`config.mk`:
```
export PLATFORM = sky130hd
export DESIGN_NAME = grant_scheduler
export DESIGN_NICKNAME = d
export VERILOG_FILES = /design/src/rtl/grant_scheduler.sv
export SDC_FILE = /design/constraint.sdc
export NUM_CORES = 1
export LEC_CHECK = 0
export BUFFER_PORTS_ARGS = -buffer_cell sky130_fd_sc_hd__buf_4
export CAP_MARGIN = 10
export CELL_PAD_IN_SITES_DETAIL_PLACEMENT = 1
export CELL_PAD_IN_SITES_GLOBAL_PLACEMENT = 1
export CORE_MARGIN = 3
export CORE_UTILIZATION = 39
export CTS_BUF_LIST = sky130_fd_sc_hd__clkbuf_8
export CTS_CLUSTER_SIZE = 12
export DETAILED_ROUTE_END_ITERATION = 7
export PLACE_DENSITY_LB_ADDON = 0.1
export SYNTH_ARGS = -nofsm -noshare
export SYNTH_HDL_FRONTEND = slang
export SYNTH_SLANG_ARGS = --single-unit
```
`constraint.sdc`:
```
create_clock -name clk -period 1.85 [get_ports clk]
set_input_delay 0.0925 -clock clk [delete_from_list [all_inputs] [get_ports clk]]
set_output_delay 0.0925 -clock clk [all_outputs]
set_load 0.02 [all_outputs]
```
`src/rtl/grant_scheduler.sv`:
```
// grant_scheduler: four-way round-robin arbiter for one shared resource.
// Produces a registered one-hot grant plus the matching 2-to-4 decoder
// address/enable, and revokes a contended grant after MAX_HOLD cycles.
module grant_scheduler #(
  parameter int MAX_HOLD = 8,
  parameter int CNT_W    = 8
) (
  input  logic       clk,
  input  logic       reset_n,
  input  logic [3:0] req,
  output logic [3:0] grant,
  output logic [1:0] grant_addr,
  output logic       grant_en,
  output logic       timeout
);

  typedef enum logic {
    IDLE  = 1'b0,
    GRANT = 1'b1
  } state_t;

  state_t             state;
  logic [1:0]         ptr;
  logic [CNT_W-1:0]   hold_cnt;
  logic [1:0]         win;
  logic [1:0]         idx;
  logic               found;
  logic               others;

  localparam logic [CNT_W-1:0] HOLD_LIMIT = CNT_W'(MAX_HOLD);

  // Winner search: first requester at or after ptr, wrapping mod 4.
  always_comb begin
    win   = ptr;
    idx   = '0;
    found = 1'b0;
    for (int unsigned i = 0; i < 4; i++) begin
      idx = ptr + 2'(i);
      if (!found && req[idx]) begin
        win   = idx;
        found = 1'b1;
      end
    end
  end

  // Contention: some requester other than the current owner is waiting.
  always_comb begin
    others = |(req & ~(4'b0001 << grant_addr));
  end

  // Arbitration FSM; every output is a register written here.
  always_ff @(posedge clk or negedge reset_n) begin
    if (!reset_n) begin
      state      <= IDLE;
      ptr        <= '0;
      hold_cnt   <= '0;
      grant      <= '0;
      grant_addr <= '0;
      grant_en   <= 1'b0;
      timeout    <= 1'b0;
    end else begin
      timeout <= 1'b0;
      case (state)
        IDLE: begin
          if (found) begin
            grant_addr <= win;
            grant_en   <= 1'b1;
            grant      <= 4'b0001 << win;
            hold_cnt   <= CNT_W'(1);
            state      <= GRANT;
          end
        end
        GRANT: begin
          if (!req[grant_addr]) begin
            // Release takes precedence over the hold limit, so no timeout.
            grant_en <= 1'b0;
            grant    <= '0;
            ptr      <= grant_addr + 2'd1;
            hold_cnt <= '0;
            state    <= IDLE;
          end else if (hold_cnt == HOLD_LIMIT && others) begin
            grant_en <= 1'b0;
            grant    <= '0;
            timeout  <= 1'b1;
            ptr      <= grant_addr + 2'd1;
            hold_cnt <= '0;
            state    <= IDLE;
          end else if (hold_cnt < HOLD_LIMIT) begin
            hold_cnt <= hold_cnt + CNT_W'(1);
          end
        end
        default: state <= IDLE;
      endcase
    end
  end

endmodule

```
==> results_dict.tcl, run 1 <==
set metrics [dict create \
    clkTransAtPathRegs_ns 0.07 \
    cp-end-kind "register" \
    num-fill-cells 275 \
    drc 0 \
    status "finished clean" \
    antenna_found_initial 0 \
    cp.required_ns 1.99 \
    wl_per_cell_um 17.23 \
    ys_top_cells_by_area "dfrtp_1, ha_1, o2bb2ai_1" \
    ant_nets 0 \
    cts_buffers 3 \
    clock_sink_count 19 \
    vias 920 \
    dr.pass1.iters 4 \
    postPlaceCellArea_um2 1255 \
    cap_viol_max_count 0 \
    async_flop_share_pct 100.0 \
    synth_edf_count 0 \
    synth_largest_area_cell "dfrtp_1" \
    critPathSlowestCell "mux4_2" \
    core_um2 2590 \
    wirelength_um 2740 \
    final_nets 142 \
    dieHeight_um 59.56 \
    ys.flop_type "dfrtp_1" \
    ios 14 \
    worstHoldPathType "input pin to async pin" \
    post_route_cells_drive_above_1_share_pct 30.23 \
    netlist_area_um2 1119 \
    syn2layout_area_growth_pct 23.83 \
    max_clock_freq_mhz 551.7 \
    ys_seq_elements 19 \
    clock_latency_ns 0.25 \
    r2r_cells 5 \
    grt_first_pass_wirelength_um 4595 \
    initial_core_util_pct 43.19 \
    via_per_inst 5.786 \
    syn-num-nets 118 \
    fin_skew_ns 0.001789 \
    yosys.cell_types.count 44 \
    cts_buffer_depth 2 \
    grt_max_degree 20 \
    gr-total-overflow 0 \
    clockRootBuffer "clkbuf_8" \
    finalPower_mw 2.023 \
    path_class "register to register" \
    critPathMaxStageDelay_ns 0.58 \
    tightest_slew_ns 0.5472 \
    worstPathMaxFanout 6 \
    die_w_um 59.56 \
    maxSlewViolCount 0 \
    timing.final.crit_share_pct 97.97 \
    final_area_um2 1385 \
    cp_data_arrival_time_ns 1.96 \
    port_buffers 13 \
    hold_violations 0 \
    utilization_pct 53.48 \
    avgSynthCellArea_um2 10.55 \
    synthCells 106 \
    synth_top_cell_area_share_pct 42.51 \
    fin_crit_ns 1.812 \
    cts_tree "built" \
    powerDensity_nw_per_um2 1460 \
    hold_ws_ns 0.2439 \
    synth.yosys.seq_area_share_pct 42.51 \
    place.gp.congestion 0.8326 \
    grtUsageTotal_pct 17.86 \
    diodes 0 \
    cp-start-kind "register" \
    peakVddDrop_mv 1.016 \
    relSlewSlack_pct 63.38 \
    leakagePower_nw 0.6265 \
    ys_warn_count 0 \
    setup_viol 0 \
    reg2reg_from "grant_addr[0]" \
    drtIter0Drc 21 \
    crit_chain "buf_6, mux4_2, o21ai_4, nand2_2, mux2_4" \
    grt_pass1_vias 942 \
    htreeDepth 1 \
    r2r_end "ptr[1]" \
    hpwl_um 1917 \
    reg2reg_slack_ns 0.04 \
    die-area_um2 3547 \
    placementRows 18 \
]
[sequential cells by signal, indices dropped and copies added, names as in the netlist]
register and cells:
hold_cnt 8, grant 4, grant_addr 2, ptr 2, grant_en 1, state 1, timeout 1
[metrics by stage]
stage	instances	setup TNS, ns	worst slack, ns
4_1_cts	154	0	0.01973
3_3_place_gp	149	0	0.08660
6_report	159	0	0.03751
2_1_floorplan	106	0	0.06909
3_5_place_dp	149	0	0.04373
5_1_grt	159	-0.06418	-0.02559
[where the power goes]
part	switching [mW]	total [mW]	internal (mW)
logic	0.551	1.03	0.476
clock network	0.140	0.288	0.148
registers	0.157	0.708	0.551
[cells in the mapped netlist (all sizes together) (3+ instances only)]
| library cell | instances |
|---|---|
| nand2b | 4 |
| ha | 6 |
| o21ai | 11 |
| nor2b | 4 |
| a21oi | 3 |
| o21a | 4 |
| nor2 | 4 |
| nand2 | 8 |
| dfrtp | 19 |
| o2bb2ai | 4 |
| inv | 8 |
[cell type report]
class	instances	area, um2	share of cell area [%]
multi-input cells	78	638.1	46.07
flip-flops and latches	19	478.0	34.51
repair buffers	20	156.4	11.29
clock buffers	3	41.29	2.981
well taps	30	37.54	2.710
inverters	8	30.03	2.168
clock inverters	1	3.754	0.2710
[worst max-delay path: cells and delay by family, from the launching register on]
family                 cells  cell delay, ns
AND/OR/NAND/NOR            1            0.13
buffers and inverters      1            0.12
flip-flops                 1            0.44
multiplexers               2            0.90
AO/OA/AOI/OAI              1            0.12
[cell families (layout without fill, tap and decap cells)]
kind of cell	Yosys count	after routing	share of synthesized area, %
flip-flops	19	19	42.51
AND/OR/NAND/NOR	33	33	19.13
adder cells (fa/ha/maj)	6	6	6.711
AO/OA/AOI/OAI	37	37	24.95
multiplexers	2	2	3.355
buffers and inverters	9	32	3.356
[layout by cell type (no fill, tap or decap), types with 2 or more instances in the layout]
master	instances
o21ai_0	4
inv_2	3
a31oi_1	2
nand4_1	2
dfrtp_1	17
clkbuf_8	3
o2bb2ai_1	4
nor2_1	4
inv_1	6
o21a_1	4
nor2b_1	4
o21ai_1	6
buf_4	18
ha_1	6
a21oi_1	2
nand2_1	7
nand2b_1	3
dfrtp_2	2
nor3_1	2
[timing repair]
action | in CTS | in global routing
hold endpoints to repair | 19 | 0
gates resized for setup | 0 | 10
setup buffers | 0 | 5
hold buffers | 1 | 0
setup endpoints to repair | 0 | 12
[worst max path at each step]
stage / slack [ns] / endpoint / startpoint / cells after the start
final: 0.04 / ptr[1] / grant_addr[0] / 5
after global routing: -0.03 / hold_cnt[1] / hold_cnt[5] / 6
after CTS: 0.02 / ptr[1] / hold_cnt[4] / 5
after detailed placement: 0.04 / ptr[1] / hold_cnt[4] / 5
after global placement: 0.09 / ptr[1] / grant_addr[1] / 7
after floorplan: 0.07 / ptr[1] / grant_addr[1] / 7
[routing by layer]
metal	track usage, %	vias up	wire, um
met5	0	-	0
met4	8.544	0	53
met3	2.614	4	67
met2	27.61	15	1254
met1	24.39	459	1365
li1	-	442	-
Note: power is estimated with default switching activity, not from simulation.
==> run 2, diff against run 1 <==
BUFFER_PORTS_ARGS = not set   (was -buffer_cell sky130_fd_sc_hd__buf_4)
DONT_BUFFER_PORTS = 1   (was not set)
clock period = 1.9 ns   (was 1.85 ns; I/O delays follow)
==> run 2 against run 1 <==
  * Clock skew grew 0.0050 ns
  * Flip-flop and latch count is the same
  * Die area is the same
  * Critical path depth rose by 2
  * Setup slack gained 0.089 ns
  * Non-clock buffer count fell by 16
  * First-iteration DRC count increased by 110%
  * Sequential share of layout area is 4.3 points higher
  * Total power is 13% lower
  * Critical path type unchanged
==> results_dict.tcl, run 2 (synthesis results as in run 1) <==
set metrics [dict create \
    status "finished clean" \
    cp-end-kind "register" \
    dr.pass1.iters 4 \
    cap_viol_max_count 0 \
    setup_viol 0 \
    crit_family "compound AO/OA/AOI/OAI gates" \
    cts_buffers 3 \
    cts_tree "built" \
    crit_chain "inv_1, ha_1, nand2b_1, o2111a_1, o21ai_2, a21oi_2, o21a_1" \
    hpwl_um 1901 \
    critPathMaxStageDelay_ns 0.44 \
    fin_crit_ns 1.774 \
    wl_per_cell_um 17.47 \
    instances_no_fill 143 \
    die_w_um 59.56 \
    grt_first_pass_wirelength_um 4326 \
    vias 849 \
    post_route_cells_drive_above_1_share_pct 16.81 \
    worstPathMaxFanout 8 \
    initial_core_util_pct 43.19 \
    top_register "hold_cnt" \
    drtIter0Drc 45 \
    path_class "register to register" \
    peakVddDrop_mv 0.7969 \
    mostFrequentLayoutCells "dfrtp_1, inv_1, nand2_1, o21ai_0, ha_1" \
    fin_skew_ns 0.006769 \
    die-area_um2 3547 \
    maxSlewViolCount 0 \
    syn2layout_area_growth_pct 9.732 \
    ant_nets 0 \
    core_um2 2590 \
    path_buf_inv 1 \
    max_clock_freq_mhz 563.8 \
    clock_sink_count 19 \
    leakagePower_nw 0.5440 \
    relSlewSlack_pct 42.76 \
    dp_cells 138 \
    tightest_slew_ns 0.8558 \
    grt_pass1_vias 909 \
    grtUsageTotal_pct 16.58 \
    placementRows 18 \
    antenna_found_initial 0 \
    hold_violations 0 \
    wirelength_um 2498 \
    timing.final.crit_share_pct 93.35 \
    diodes 0 \
    clockRootBuffer "clkbuf_8" \
    via_per_inst 5.937 \
    rsz0062_at_grt "yes" \
    final_nets 126 \
    cp-start-kind "register" \
    clkTransAtPathRegs_ns 0.07 \
    gr-total-overflow 0 \
    critPathSlowestCell "dfrtp_2" \
    powerDensity_nw_per_um2 1434 \
    clock_latency_ns 0.26 \
    largest_reg_flops 8 \
    worstHoldPathType "input pin to register" \
    final_common_cell "dfrtp_1" \
    dieHeight_um 59.56 \
    cp_data_arrival_time_ns 1.96 \
    htreeDepth 1 \
    drc 0 \
    reg_top3 "hold_cnt: 8 flops, grant: 4 flops" \
    cts_buffer_depth 2 \
    grt_max_degree 20 \
    finalPower_mw 1.761 \
    reg2reg_slack_ns 0.13 \
    port_buffers 0 \
    place.gp.congestion 0.8415 \
    cp.required_ns 2.09 \
    ios 14 \
]
run 2: timing repair:
action	in CTS	in global routing
buffers inserted	0	0
hold buffers	1	0
hold endpoints to repair	19	0
setup endpoints to repair	0	12
gates resized for setup	0	1
run 2: area by class of cell:
class | count | area [um2]
fill | 293 | 1363
multi-input combinational | 78 | 605.6
sequential | 19 | 476.7
clock buffer | 3 | 41.29
tap | 30 | 37.54
timing repair buffer | 4 | 32.53
inverter | 8 | 30.03
clock inverter | 1 | 3.754
run 2: stage by stage:
stage | hold WS [ns] | worst slack [ns] | util [%] | TNS, ns | instance area (um2)
finish | 0.2026 | 0.1264 | 47.39 | 0 | 1227
global route | 0.2276 | -0.03051 | 47.39 | -0.1258 | 1227
CTS | 0.1937 | 0.07273 | 47.34 | 0 | 1226
detailed placement | -0.2000 | 0.08530 | 45.22 | 0 | 1171
global placement | -0.1999 | 0.1359 | 45.22 | 0 | 1171
floorplan | -0.2006 | 0.04552 | - | 0 | 1119
run 2: tightest hold or removal path, stage by stage:
cell	delay, ns
nor4_2	0.03
nand2_1	0.18
a31oi_1	0.11
run 2: final timing paths:
| check | from | to | cells past startpoint |
|---|---|---|---|
| setup / recovery | grant_addr[0] | hold_cnt[3] | 7 |
| hold / removal | req[0] | hold_cnt[2] | 3 |
| setup reg to reg | grant_addr[0] | hold_cnt[3] | 7 |
| hold reg to reg | hold_cnt[7] | hold_cnt[7] | 1 |
| max in group asynchronous | reset_n | grant_addr[0] | 1 |
| min in group asynchronous | reset_n | ptr[0] | 1 |
run 2: where the power goes:
| group | switching (mW) | internal, mW | total [mW] |
|---|---|---|---|
| registers | 0.213 | 0.534 | 0.748 |
| clock network | 0.130 | 0.144 | 0.274 |
| logic | 0.412 | 0.328 | 0.739 |
| total | 0.755 | 1.01 | 1.76 |
run 2: routing by layer:
layer / track usage (%) / up-vias / routed length, um
met2: 23.71 / 16 / 1146
met1: 22.99 / 421 / 1182
li1: - / 408 / -
met4: 8.544 / 0 / 49
met5: 0 / - / 0
met3: 4.139 / 4 / 120
